==> config.mk <==
export PLATFORM = sky130hd
export DESIGN_NAME = cmd_sched_flat
export DESIGN_NICKNAME = d
export VERILOG_FILES = /design/src/rtl/cmd_sched_pkg.sv /design/src/rtl/cmd_sched_if.sv /design/src/rtl/cmd_sched_req_latch.sv /design/src/rtl/cmd_sched.sv /design/src/flat_wrapper.sv
export SDC_FILE = /design/constraint.sdc
export NUM_CORES = 1
export LEC_CHECK = 0
export CAP_MARGIN = 20
export CORE_ASPECT_RATIO = 0.7
export CORE_UTILIZATION = 40
export CTS_CLUSTER_SIZE = 40
export DETAILED_ROUTE_END_ITERATION = 7
export GPL_ROUTABILITY_DRIVEN = 1
export SYNTH_ARGS = -nofsm -noshare
export SYNTH_HDL_FRONTEND = slang
export SYNTH_HIERARCHICAL = 1
export SYNTH_SLANG_ARGS = --single-unit
==> constraint.sdc <==
create_clock -name in_clk -period 3.8 [get_ports in_clk]
set_input_delay 0.57 -clock in_clk [delete_from_list [all_inputs] [get_ports in_clk]]
set_output_delay 0.57 -clock in_clk [all_outputs]
set_load 0.03 [all_outputs]
==> src/rtl/cmd_sched_pkg.sv <==
// Shared types and constants for the pin-state command scheduler.
package cmd_sched_pkg;

  localparam int unsigned MEM_W  = 6;
  localparam int unsigned BYTE_W = 8;
  localparam int unsigned CNT_W  = 8;

  typedef enum logic [1:0] {
    IDLE    = 2'd0,
    WRITE   = 2'd1,
    TX_REQ  = 2'd2,
    TX_WAIT = 2'd3
  } state_e;

  localparam logic [1:0] OP_NOP = 2'b00;
  localparam logic [1:0] OP_RD  = 2'b01;
  localparam logic [1:0] OP_WR  = 2'b10;
  localparam logic [1:0] OP_CLR = 2'b11;

  localparam logic [1:0] TAG_RD  = 2'b01;
  localparam logic [1:0] TAG_WR  = 2'b10;
  localparam logic [1:0] TAG_KEY = 2'b11;

  localparam logic [BYTE_W-1:0] RST_BYTE = 8'h00;
  localparam logic [BYTE_W-1:0] ERR_BYTE = 8'hFF;

  typedef struct packed {
    logic [1:0]       op;
    logic [MEM_W-1:0] payload;
  } cmd_t;

  function automatic logic [BYTE_W-1:0] resp(input logic [1:0] tag, input logic [MEM_W-1:0] d);
    return {tag, d};
  endfunction

endpackage

==> src/rtl/cmd_sched_if.sv <==
// Memory write handshake and UART transmit handshake between scheduler and its peers.
interface cmd_sched_if;
  import cmd_sched_pkg::*;

  logic [MEM_W-1:0]  mem;
  logic              mem_wrt_rd;
  logic              mem_wrt_en;
  logic [MEM_W-1:0]  mem_out;
  logic              rx_busy;
  logic              rx_start;
  logic              rx_done;
  logic [BYTE_W-1:0] tx_data;

  modport master (
    input  mem, mem_wrt_rd, rx_busy, rx_done,
    output mem_wrt_en, mem_out, rx_start, tx_data
  );

  modport slave (
    output mem, mem_wrt_rd, rx_busy, rx_done,
    input  mem_wrt_en, mem_out, rx_start, tx_data
  );
endinterface

==> src/rtl/cmd_sched_req_latch.sv <==
// One-deep pending request latch; a pulse that finds the latch still full is dropped.
module req_latch #(
  parameter int unsigned DW = 1
) (
  input  logic          in_clk,
  input  logic          in_rst,
  input  logic          push,
  input  logic [DW-1:0] din,
  input  logic          clr,
  output logic          pend,
  output logic [DW-1:0] dout,
  output logic          drop_c
);

  logic          pend_q, pend_d;
  logic [DW-1:0] data_q, data_d;

  // A push coinciding with the clear refills the latch instead of dropping.
  always_comb begin
    drop_c = push & pend_q & ~clr;
    pend_d = pend_q & ~clr;
    data_d = data_q;
    if (push && !drop_c) begin
      pend_d = 1'b1;
      data_d = din;
    end
  end

  always_ff @(posedge in_clk or negedge in_rst) begin
    if (!in_rst) begin
      pend_q <= 1'b0;
      data_q <= '0;
    end else begin
      pend_q <= pend_d;
      data_q <= data_d;
    end
  end

  assign pend = pend_q;
  assign dout = data_q;

endmodule

==> src/rtl/cmd_sched.sv <==
// Prioritises UART, key and reset-button requests, sequences the memory write
// handshake and sends one response byte per serviced request.
module cmd_sched import cmd_sched_pkg::*; #(
  parameter int unsigned ACK_TIMEOUT = 16,
  parameter int unsigned W           = MEM_W
) (
  input  logic             in_clk,
  input  logic             in_rst,
  input  logic             uart_push,
  input  logic [7:0]       i_uart_data,
  input  logic             key_push,
  input  logic [2:0]       key_idx,
  input  logic             reset_push,
  cmd_sched_if.master      bus,
  output logic             sched_busy,
  output logic             err,
  output logic [CNT_W-1:0] drop_cnt
);

  localparam int unsigned TMR_W = 8;

  state_e            state_q, state_d;
  logic              mem_wrt_en_q, mem_wrt_en_d;
  logic [W-1:0]      mem_out_q, mem_out_d;
  logic              rx_start_q, rx_start_d;
  logic [BYTE_W-1:0] tx_data_q, tx_data_d;
  logic              busy_q, busy_d;
  logic              err_q, err_d;
  logic [CNT_W-1:0]  drop_cnt_q, drop_cnt_d;
  logic [TMR_W-1:0]  timer_q, timer_d;

  logic       sel_rst, sel_uart, sel_key, ignore_c;
  logic       rst_pend, rst_mark, rst_drop;
  logic       uart_pend, uart_drop;
  logic [7:0] uart_cmd;
  logic       key_pend, key_drop;
  logic [2:0] key_sel;
  cmd_t       cmd;
  logic [W-1:0] key_word;

  req_latch #(.DW(1)) u_rst_latch (
    .in_clk, .in_rst, .push(reset_push), .din(1'b1), .clr(sel_rst),
    .pend(rst_pend), .dout(rst_mark), .drop_c(rst_drop)
  );

  req_latch #(.DW(8)) u_uart_latch (
    .in_clk, .in_rst, .push(uart_push), .din(i_uart_data), .clr(sel_uart),
    .pend(uart_pend), .dout(uart_cmd), .drop_c(uart_drop)
  );

  req_latch #(.DW(3)) u_key_latch (
    .in_clk, .in_rst, .push(key_push), .din(key_idx), .clr(sel_key),
    .pend(key_pend), .dout(key_sel), .drop_c(key_drop)
  );

  assign cmd      = cmd_t'(uart_cmd);
  assign key_word = bus.mem ^ (W'(1) << key_sel);

  // Scheduler next-state and registered-output logic.
  always_comb begin
    state_d      = state_q;
    mem_wrt_en_d = mem_wrt_en_q;
    mem_out_d    = mem_out_q;
    rx_start_d   = 1'b0;
    tx_data_d    = tx_data_q;
    err_d        = err_q;
    timer_d      = timer_q;
    sel_rst      = 1'b0;
    sel_uart     = 1'b0;
    sel_key      = 1'b0;
    ignore_c     = 1'b0;

    case (state_q)
      IDLE: begin
        timer_d = '0;
        if (rst_pend && rst_mark) begin
          sel_rst      = 1'b1;
          mem_out_d    = '0;
          tx_data_d    = RST_BYTE;
          mem_wrt_en_d = 1'b1;
          state_d      = WRITE;
        end else if (uart_pend) begin
          sel_uart = 1'b1;
          case (cmd.op)
            OP_RD: begin
              tx_data_d  = resp(TAG_RD, bus.mem);
              rx_start_d = ~bus.rx_busy;
              state_d    = TX_REQ;
            end
            OP_WR: begin
              mem_out_d    = cmd.payload;
              tx_data_d    = resp(TAG_WR, cmd.payload);
              mem_wrt_en_d = 1'b1;
              state_d      = WRITE;
            end
            OP_CLR: begin
              mem_out_d    = '0;
              tx_data_d    = resp(TAG_WR, '0);
              mem_wrt_en_d = 1'b1;
              state_d      = WRITE;
            end
            OP_NOP: ;
            default: ;
          endcase
        end else if (key_pend) begin
          sel_key = 1'b1;
          if (32'(key_sel) >= W) begin
            ignore_c = 1'b1;
          end else begin
            mem_out_d    = key_word;
            tx_data_d    = resp(TAG_KEY, key_word);
            mem_wrt_en_d = 1'b1;
            state_d      = WRITE;
          end
        end
      end
      WRITE: begin
        if (bus.mem_wrt_rd) begin
          mem_wrt_en_d = 1'b0;
          err_d        = 1'b0;
          state_d      = TX_REQ;
        end else if (timer_q == TMR_W'(ACK_TIMEOUT - 1)) begin
          mem_wrt_en_d = 1'b0;
          err_d        = 1'b1;
          tx_data_d    = ERR_BYTE;
          state_d      = TX_REQ;
        end else begin
          timer_d = timer_q + TMR_W'(1);
        end
      end
      // A start already issued from IDLE is consumed here; otherwise wait for the transmitter.
      TX_REQ: begin
        if (rx_start_q) begin
          state_d = TX_WAIT;
        end else if (!bus.rx_busy) begin
          rx_start_d = 1'b1;
        end
      end
      TX_WAIT: begin
        if (bus.rx_done) state_d = IDLE;
      end
      default: state_d = IDLE;
    endcase

    busy_d = (state_d != IDLE);

    drop_cnt_d = drop_cnt_q;
    if ((rst_drop | uart_drop | key_drop | ignore_c) && (drop_cnt_q != '1))
      drop_cnt_d = drop_cnt_q + CNT_W'(1);
  end

  always_ff @(posedge in_clk or negedge in_rst) begin
    if (!in_rst) begin
      state_q      <= IDLE;
      mem_wrt_en_q <= 1'b0;
      mem_out_q    <= '0;
      rx_start_q   <= 1'b0;
      tx_data_q    <= '0;
      busy_q       <= 1'b0;
      err_q        <= 1'b0;
      drop_cnt_q   <= '0;
      timer_q      <= '0;
    end else begin
      state_q      <= state_d;
      mem_wrt_en_q <= mem_wrt_en_d;
      mem_out_q    <= mem_out_d;
      rx_start_q   <= rx_start_d;
      tx_data_q    <= tx_data_d;
      busy_q       <= busy_d;
      err_q        <= err_d;
      drop_cnt_q   <= drop_cnt_d;
      timer_q      <= timer_d;
    end
  end

  assign bus.mem_wrt_en = mem_wrt_en_q;
  assign bus.mem_out    = mem_out_q;
  assign bus.rx_start   = rx_start_q;
  assign bus.tx_data    = tx_data_q;
  assign sched_busy     = busy_q;
  assign err            = err_q;
  assign drop_cnt       = drop_cnt_q;

endmodule

==> src/flat_wrapper.sv <==
// flat-port wrapper written by rule: the top's interface ports become plain ports
module cmd_sched_flat import cmd_sched_pkg::*;
#(
  parameter int unsigned ACK_TIMEOUT = 16,
  parameter int unsigned W           = MEM_W
)
  (in_clk, in_rst, uart_push, i_uart_data, key_push, key_idx, reset_push, sched_busy, err, drop_cnt, bus_mem, bus_mem_wrt_rd, bus_rx_busy, bus_rx_done, bus_mem_wrt_en, bus_mem_out, bus_rx_start, bus_tx_data);
  cmd_sched_if bus_i ();
  input  logic in_clk;
  input  logic in_rst;
  input  logic uart_push;
  input  logic [7:0] i_uart_data;
  input  logic key_push;
  input  logic [2:0] key_idx;
  input  logic reset_push;
  output logic sched_busy;
  output logic err;
  output logic [CNT_W-1:0] drop_cnt;
  input wire logic [$bits(bus_i.mem)-1:0] bus_mem;
  input wire logic [$bits(bus_i.mem_wrt_rd)-1:0] bus_mem_wrt_rd;
  input wire logic [$bits(bus_i.rx_busy)-1:0] bus_rx_busy;
  input wire logic [$bits(bus_i.rx_done)-1:0] bus_rx_done;
  output wire logic [$bits(bus_i.mem_wrt_en)-1:0] bus_mem_wrt_en;
  output wire logic [$bits(bus_i.mem_out)-1:0] bus_mem_out;
  output wire logic [$bits(bus_i.rx_start)-1:0] bus_rx_start;
  output wire logic [$bits(bus_i.tx_data)-1:0] bus_tx_data;
  assign bus_i.mem = bus_mem;
  assign bus_i.mem_wrt_rd = bus_mem_wrt_rd;
  assign bus_i.rx_busy = bus_rx_busy;
  assign bus_i.rx_done = bus_rx_done;
  assign bus_mem_wrt_en = bus_i.mem_wrt_en;
  assign bus_mem_out = bus_i.mem_out;
  assign bus_rx_start = bus_i.rx_start;
  assign bus_tx_data = bus_i.tx_data;
  cmd_sched #(.ACK_TIMEOUT(ACK_TIMEOUT), .W(W)) u_core (.in_clk(in_clk), .in_rst(in_rst), .uart_push(uart_push), .i_uart_data(i_uart_data), .key_push(key_push), .key_idx(key_idx), .reset_push(reset_push), .bus(bus_i), .sched_busy(sched_busy), .err(err), .drop_cnt(drop_cnt));
endmodule
Yosys cells after proc, flatten, opt, wreduce, memory -nomap -nowiden:

Index checks and enable logic that the tools add are counted.

* memories: 0
* memory bits (writable): 0
* ROM bits: 0
* input port bits: 25
* bits in latches: 0
* word-level logic and storage cells: 132
* flip-flop bits (word level): 51
* output and inout bits: 26

* div/mod/pow operators: 0
* bitwise operators: 17
* $add $sub $neg: 2
* multiplexer cells: 59
* shift-type cells: 1
* equal/unequal tests: 18
* multiply operators: 0
* reductions and logical operators: 19
* order comparisons: 1

Operator list (number)
* $mux 8: 8
* $pmux 8 s2: 2
* $mux 1: 31
* $mux 6: 4
* $pmux 8 s3: 1
* $add 8x1->8 const B: 2
* $mux 2: 8
* $ne 4x3->1 const B: 3
* $pmux 6 s2: 1
* $and 1x1->1: 9
* $eq 2x2->1 const B: 4
* $eq 8x4->1 const B: 1
* $ne 8x8->1 const B: 1
* $pmux 2 s4: 1
* $ne 3x2->1 const B: 2
* $ne 6x5->1 const B: 1
* $reduce_and 6->1: 1
* $reduce_bool 2->1: 3
* $shl 1x3->6 const A: 1
* $xor 6x6->6: 1
* $logic_and 1x1->1: 5
* $reduce_and 5->1: 1
* $eq 2x1->1 const B: 2
* $ne 2x2->1 const B: 2
* 14 further kinds: 22

Longest topological paths before layout:

Gate-level depths: netlist of the first run.

* word-level depth: 9
* gate-level depth with buffers: 9
* gate-level depth less buffers: 8

Modules after synthesis:

Netlist of the first run, hierarchy kept.

By module, submodules not included
* cmd_sched: sequential area each 900.9 um^2, area each 2110.8 um^2, cells each 218, instances 1
* req_latch (u_core.u_uart_latch): sequential area each 225.2 um^2, area each 381.6 um^2, cells each 22, instances 1
* req_latch (u_core.u_key_latch): sequential area each 100.1 um^2, area each 181.4 um^2, cells each 12, instances 1
* req_latch (u_core.u_rst_latch): sequential area each 50.0 um^2, area each 96.3 um^2, cells each 8, instances 1

Least setup slack after synthesis of the first run:

Ideal clock, no wire load.

* kind: register to register
* start: register u_core.u_uart_latch.pend_q (netlist: u_core/u_uart_latch/pend)
* end: register u_core.drop_cnt_q[6] (netlist: u_core/drop_cnt[6])
* period minus slack after synthesis: 1.986 ns
* stages on the path, launching flop included: 9
* buffers on the path: 1
* arrival time: 1.858 ns
* library setup time: 0.128 ns
* slack: 1.814 ns
* data required time: 3.672 ns
* cells stage by stage: dfrtp_1 clkbuf_1 and3_1 nand2b_4 nor2_1 nor3_1 and2_1 nor3_1 mux2_1

* word-level cells in the longest chain between the ends: 9
* elaborated cells on any way between the ends: 18
* classes of those cells: mux (9); bitwise (8); reduce/logical (1)

Ends and longest elaborated chain
* start: declaration: RTL line cmd_sched_req_latch.sv:15 `logic pend_q, pend_d;`
* start signal: assignment: RTL line cmd_sched_req_latch.sv:34 `pend_q <= pend_d;`
* $mux 1: RTL line cmd_sched.sv:82 `end else if (uart_pend) begin`
* $mux 1: RTL line cmd_sched.sv:76 `if (rst_pend && rst_mark) begin`
* $mux 1: RTL line cmd_sched.sv:73 `case (state_q)`
* net u_core.sel_uart: RTL line cmd_sched.sv:32 `logic sel_rst, sel_uart, sel_key, ignore_c;`
* $not 1->1: RTL line cmd_sched_req_latch.sv:20 `drop_c = push & pend_q & ~clr;`
* $and 1x1->1: RTL line cmd_sched_req_latch.sv:20
* net u_core.uart_drop: RTL line cmd_sched.sv:34 `logic uart_pend, uart_drop;`
* $or 1x1->1 (3 in a row): RTL line cmd_sched.sv:148 `if ((rst_drop | uart_drop | key_drop | ignore_c) && (drop_cnt_q != '1))`
* $logic_and 1x1->1: RTL line cmd_sched.sv:148
* end signal: assignment: RTL line cmd_sched.sv:171 `drop_cnt_q <= drop_cnt_d;`
* end: declaration: RTL line cmd_sched.sv:29 `logic [CNT_W-1:0] drop_cnt_q, drop_cnt_d;`

The timed path passes the listed nets, and every way through them passes these cells.
A chain may end at the register's enable or synchronous reset.

Final worst setup path of the first run:

* start: register u_core.state_q[0]
* end: register u_core.drop_cnt_q[1] (netlist: u_core/drop_cnt[1])

* word-level cells in the longest chain between the ends: 8
* elaborated cells on any way between the ends: 15
* classes of those cells: mux (4); bitwise (9); reduce/logical (2)

Ends and longest elaborated chain
* start: declaration: RTL line cmd_sched.sv:22 `state_e state_q, state_d;`
* start signal: assignment: RTL line cmd_sched.sv:164 `state_q <= state_d;`
* $logic_not 2->1: RTL line cmd_sched.sv:73
* $mux 1: RTL line cmd_sched.sv:73
* net u_core.sel_uart: RTL line cmd_sched.sv:32
* $not 1->1: RTL line cmd_sched_req_latch.sv:20
* $and 1x1->1: RTL line cmd_sched_req_latch.sv:20
* net u_core.uart_drop: RTL line cmd_sched.sv:34
* $or 1x1->1 (3 in a row): RTL line cmd_sched.sv:148
* $logic_and 1x1->1: RTL line cmd_sched.sv:148

The timed path passes the listed nets, and every way through them passes these cells.

==> results of run 1 <==
where the power goes:
part	internal [mW]	switching [mW]	total, mW
Clock	0.213	0.177	0.391
Combinational	0.720	0.803	1.52
Sequential	0.754	0.253	1.01
registers in the layout, indices dropped and copies added, names as in the netlist:
name                      cells
u_core/timer_q                8
u_core/drop_cnt               8
u_core/bus.rx_start           1
u_core/state_q                2
u_core/sched_busy             1
u_core/u_key_latch/dout       3
u_core/u_uart_latch/dout      8
u_core/err                    1
u_core/u_uart_latch/pend      1
u_core/bus.mem_out            6
u_core/u_rst_latch/dout       1
u_core/u_key_latch/pend       1
u_core/u_rst_latch/pend       1
u_core/bus.mem_wrt_en         1
u_core/bus.tx_data            8
cells in the mapped netlist (3+ instances only):
| cell | n |
|---|---|
| mux2_1 | 3 |
| nand2b_4 | 3 |
| xnor2_1 | 6 |
| nand2_1 | 18 |
| nand4_1 | 7 |
| o2bb2ai_1 | 6 |
| and2_1 | 3 |
| ha_1 | 6 |
| mux2_4 | 12 |
| nand3_1 | 6 |
| clkbuf_1 | 7 |
| o21ai_0 | 8 |
| a22o_1 | 3 |
| a31oi_1 | 4 |
| nor3_1 | 6 |
| inv_1 | 8 |
| xor2_1 | 4 |
| a22oi_1 | 6 |
| dfrtp_1 | 51 |
| a21oi_1 | 15 |
| nand3b_1 | 3 |
| nor3b_1 | 4 |
| nor2_1 | 21 |
| a2bb2oi_2 | 6 |
| and3_1 | 6 |
| o21ai_1 | 5 |
routing by layer:
layer	wire length (um)	track usage	share of wire
met2	2390	0.237	0.40
met5	0	0	0
met1	3290	0.301	0.55
met3	292	0.0439	0.049
met4	19	0.0338	0.0032
area by class of cell:
cell class,instances,share of cell area
multi-input cells,191,0.409
repair buffers,52,0.147
flip-flops and latches,51,0.367
clock inverters,2,0.0101
inverters,10,0.0108
well taps,91,0.0327
clock buffers,6,0.0237
worst max-delay path: cells and delay by family, from the launching register on:
kind | cells | cell delay, ns
mux | 1 | 0.37
flops | 1 | 0.59
buf+inv | 1 | 0.19
simple gates | 5 | 0.60
compound gates | 1 | 0.45
worst max-delay path by stage:
stage	to	slack (ns)	depth (start not counted)
after floorplan	u_core/drop_cnt[6]	1.81	8
after global placement	u_core/drop_cnt[1]	1.56	8
after detailed placement	u_core/drop_cnt[1]	1.49	6
after CTS	u_core/drop_cnt[1]	1.48	8
after global routing	u_core/drop_cnt[1]	1.20	8
final	u_core/drop_cnt[1]	1.49	8
kinds of logic (layout without fill, tap and decap cells):
family | Yosys count | after routing | share of synthesized area
simple gates | 88 | 88 | 0.182
fa+ha+maj | 6 | 6 | 0.0271
xor+xnor | 10 | 10 | 0.0316
other cells | 1 | 1 | 0.00135
buf+inv | 18 | 70 | 0.0248
mux | 18 | 18 | 0.0890
flops | 51 | 51 | 0.461
compound gates | 68 | 68 | 0.184
==> run_results.csv, run 1 <==
group,metric,value,unit
routing,ant_nets,0,
sta,min_period_over_period,0.609,
critical_path,cp_slowest_cell,"dfrtp_1",
layout,stdcell_area,3480,um^2
synth,ys_ff_latch,51,
layout,final_common_cell,"dfrtp_1",
power,p_leak,1.50,nW
min_path,hold_path_class,"input pin to asynchronous set/reset pin",
layout,multi_input_area,1430,um^2
routing,wirelength,5990,um
critical_path,required,3.99,ns
layout,insertedDiodeCount,0,
layout,syn_to_final_growth,25.7,%
global_route,grt_max_degree,31,
place,dp_hpwl,4500,um
place,place.port_buffers,50,
routing,post_drt_wl_per_cell,14.9,um
synth,synth_cells,260,
clock_tree,clkSinkCount,51,
synth,synth-main-ff-cell,"dfrtp_1",
synth,synth_nets,291,
power,finalPower,2.92,mW
place,dp_cells,395,
synth,yosysTopAreaCell,"dfrtp_1",
place,place_congestion,0.793,
synth,syn-cell-area,2770,um^2
sta,timing.hold.ws,0.226,ns
sta,period_needed,2.31,ns
floorplan,chipWidth,101,um
critical_path,criticalPathCategory,"flip-flop to flip-flop",
job,max_cap_viol_count,0,
clock_tree,insertion_delay,0.30,ns
critical_path,crit_chain,"nor2_1, buf_4, and3_1, nand2b_4, nor2_1, nor3_1, a21oi_1, mux2_1",
routing,vias_per_cell,5.32,
layout,seqCellArea,1280,um^2
place,place_ws,1.49,ns
routing,drt_iter0_markers,172,
critical_path,reg2reg_to,"u_core/drop_cnt[1]",
global_route,antenna_found_initial,0,
layout,layout.cells.non_filler,403,
clock_tree,htreeDepth,2,
routing,drc,0,
place,dpl_cell_area,3360,um^2
clock_tree,numCtsBuffers,5,
global_route,track_usage,0.182,
synth,yosys.area.top_type_share,0.461,
global_route,grt_pass1_vias,1994,
sta,fin_skew,0.0101,ns
sta,setup_viol,0,
clock_tree,cts_resized,0,
clock_tree,path_clk_slew,0.09,ns
floorplan,pin_count,51,
power,cellPowerDensity,839,nW/um^2
clock_tree,cts_tree,"yes",
synth,yosysWarnings,6,
clock_tree,ctsLongestPathBuffers,2,
power,irDropWorstVdd,0.462,mV
synth,ys_seq_area_frac,0.461,
synth,ys_top_cells_by_area,"dfrtp_1, mux2_4, a2bb2oi_2, nor2_1, a21oi_1",
floorplan,die_area,7270,um^2
sta,timing_hold_violations_final,0,
layout,fin_util,0.539,
layout,drive_above_1_share,0.151,
critical_path,cp-end-kind,"flip-flop",
layout,nets,342,
sta,rsz0062_at_grt,"no",
critical_path,slowest_delay,0.59,ns
sta,relSlewSlack,0.588,
layout,final_cell_mix,"dfrtp_1, clkdlybuf4s50_1, nor2_1",
clock_tree,hold_buffers,0,
floorplan,die_y,71.6,um
critical_path,r2r_start,"u_core/state_q[0]",
critical_path,crit_start,"u_core/state_q[0]",
sta,drv_slew,0,
sta,fin_ws,1.49,ns
global_route,grt_pass1_wl,10100,um
layout,fillers,605,
floorplan,core-area,6460,um^2
critical_path,critPathArrivalTime,2.51,ns
critical_path,path_common_cell,"nor2_1",
critical_path,critPathLaunchType,"flip-flop",
routing,dr.pass1.iters,4,
synth,synth_edf_count,0,
global_route,grt_remaining_overflow,0,
critical_path,cp_max_fo,12,
routing,vias,2143,
floorplan,floorplan.initialDensity,0.429,
outcome,status,"finished clean",
critical_path,reg2regPathDepth,8,
sta,max_freq,0.432,GHz
sta,tightest_slew,0.614,ns
synth,syn_avg_cell_area,10.7,um^2
synth,ys_async_sr_fraction,1.00,
sta,tns,0,ns
critical_path,r2r_slack,1.49,ns
floorplan,rows,24,
synth,yosysUniqueCellTypes,51,
clock_tree,ctsRootBufferMaster,"clkbuf_8",
clock_tree,post_cts_buffers,0,
Note: power is estimated with default switching activity, not from simulation.
==> run 2: changes to the inputs <==
- clock period: 3.8 -> 2.3 ns (I/O delays scaled with it)
==> run 2 against run 1 <==
  * Clock-buffer cell count grew 2
  * Non-clock buffer count grew 7
  * Via count shrank 1.1%
  * Sequential power grew 58%
  * Global-route usage shrank 0.47 points
  * Core utilization grew 0.54 points
==> run_results.csv, run 2 (synthesis results as in run 1) <==
group,metric,value,unit
power,switchingPower,2.06,mW
sta,min_period_over_period,0.868,
clock_tree,insertion_delay,0.30,ns
global_route,grt_pass1_vias,1957,
power,p_int,2.77,mW
critical_path,reg2regPathDepth,8,
floorplan,floorplan.initialDensity,0.429,
sta,timing.hold.ws,0.151,ns
routing,vias,2120,
clock_tree,cts_resized,0,
power,finalPower,4.83,mW
sta,rsz0062_at_grt,"no",
global_route,grt_pass1_wl,9900,um
critical_path,critPathArrivalTime,2.19,ns
sta,tns,0,ns
clock_tree,post_cts_buffers,0,
layout,insertedDiodeCount,0,
sta,max_freq,0.501,GHz
routing,highest_layer,"met4",
layout,final_cell_mix,"dfrtp_1, clkdlybuf4s50_1, nor2_1",
clock_tree,ctsLongestPathBuffers,2,
clock_tree,hold_buffers,0,
floorplan,die_y,71.6,um
clock_tree,path_clk_slew,0.10,ns
critical_path,critPathLaunchType,"flip-flop",
layout,drive_above_1_share,0.166,
critical_path,criticalPathCategory,"flip-flop to flip-flop",
clock_tree,htreeDepth,2,
layout,final_common_cell,"dfrtp_1",
sta,relSlewSlack,0.565,
clock_tree,cts_tree,"yes",
routing,dr.pass1.iters,4,
layout,syn_to_final_growth,26.9,%
clock_tree,clkSinkCount,51,
global_route,grt_max_degree,52,
routing,wl_met2,2480,um
sta,setup_viol,0,
sta,fin_skew,0.0111,ns
routing,vias_per_cell,5.17,
routing,ant_nets,0,
power,pwr-share-comb,0.551,
routing,wl_met3,241,um
global_route,grt_remaining_overflow,0,
sta,drv_slew,0,
power,p_leak,1.52,nW
clock_tree,numCtsBuffers,5,
power,seqPwrFrac,0.332,
outcome,status,"finished clean",
layout,nets,349,
clock_tree,ctsRootBufferMaster,"clkbuf_8",
critical_path,cp-end-kind,"flip-flop",
global_route,antenna_found_initial,0,
routing,wl_met1,3360,um
floorplan,chipWidth,101,um
floorplan,rows,24,
floorplan,pin_count,51,
routing,wirelength,6100,um
routing,drt_iter0_markers,116,
power,p_clk_frac,0.117,
routing,drc,0,
critical_path,cp_max_fo,4,
power,irDropWorstVdd,0.523,mV
global_route,track_usage,0.178,
sta,period_needed,2.00,ns
critical_path,required,2.49,ns
routing,post_drt_wl_per_cell,14.9,um
power,swShare,0.427,
place,place.port_buffers,50,
floorplan,die_area,7270,um^2
min_path,hold_path_class,"input pin to asynchronous set/reset pin",
place,dp_hpwl,4520,um
place,place_congestion,0.787,
floorplan,core-area,6460,um^2
sta,tightest_slew,0.652,ns
sta,timing_hold_violations_final,0,
job,max_cap_viol_count,0,
power,cellPowerDensity,1370,nW/um^2
run 2: path summary, 6_finish.rpt:
check	to	from	slack (ns)
worst max-delay path	u_core/drop_cnt[6]	u_core/u_rst_latch/pend	0.30
worst min-delay path	u_core/timer_q[5]	in_rst	0.15
worst max register to register	u_core/drop_cnt[6]	u_core/u_rst_latch/pend	0.30
worst min register to register	u_core/timer_q[7]	u_core/timer_q[7]	0.49
max in group asynchronous	u_core/u_rst_latch/pend	in_rst	1.71
min in group in_clk	u_core/timer_q[7]	u_core/timer_q[7]	0.49
run 2: power groups by stage:
stage | Combinational [mW] | Sequential [mW] | Clock [mW]
after floorplan | 1.46 | 1.92 | 0
after global placement | 2.63 | 1.61 | 0
after detailed placement | 2.66 | 1.62 | 0
after CTS | 2.67 | 1.60 | 0.581
after global routing | 2.88 | 1.65 | 0.617
final | 2.66 | 1.60 | 0.565
run 2: layout make-up:
type / instances / area [um^2]
inverter: 10 / 37.5
sequential: 51 / 1280
tap: 91 / 114
multi-input combinational: 191 / 1430
fill: 602 / 2940
clock buffer: 8 / 100
timing repair buffer: 59 / 563
run 2: metal layers:
layer,GRT usage,up-vias
li1,-,1059
met1,0.286,1003
met2,0.243,56
met3,0.0361,2
met4,0.0338,0
met5,0,-
run 2: critical path: stages (launching register included):
cell and delay (ns):
dfrtp_1 0.44, a21oi_1 0.26, and3_1 0.21, nand2b_4 0.15
nor2_1 0.04, nor3_1 0.23, and2_1 0.20, nor3_1 0.07
mux2_1 0.30
run 2: stage by stage:
step | std cells | util | cell area, um^2 | setup WS, ns
2_1_floorplan | 260 | - | 2770 | 0.314
3_3_place_gp | 402 | 0.529 | 3420 | 0.333
3_5_place_dp | 402 | 0.529 | 3420 | 0.320
4_1_cts | 410 | 0.545 | 3520 | 0.298
5_1_grt | 410 | 0.545 | 3520 | 0.0973
6_report | 410 | 0.545 | 3520 | 0.304
==> run 3: changes to the inputs <==
- SKIP_CTS_REPAIR_TIMING: default -> 1
==> results of run 3 <==
Same layout as run 2: the final DEF is identical, and so are final timing and power.
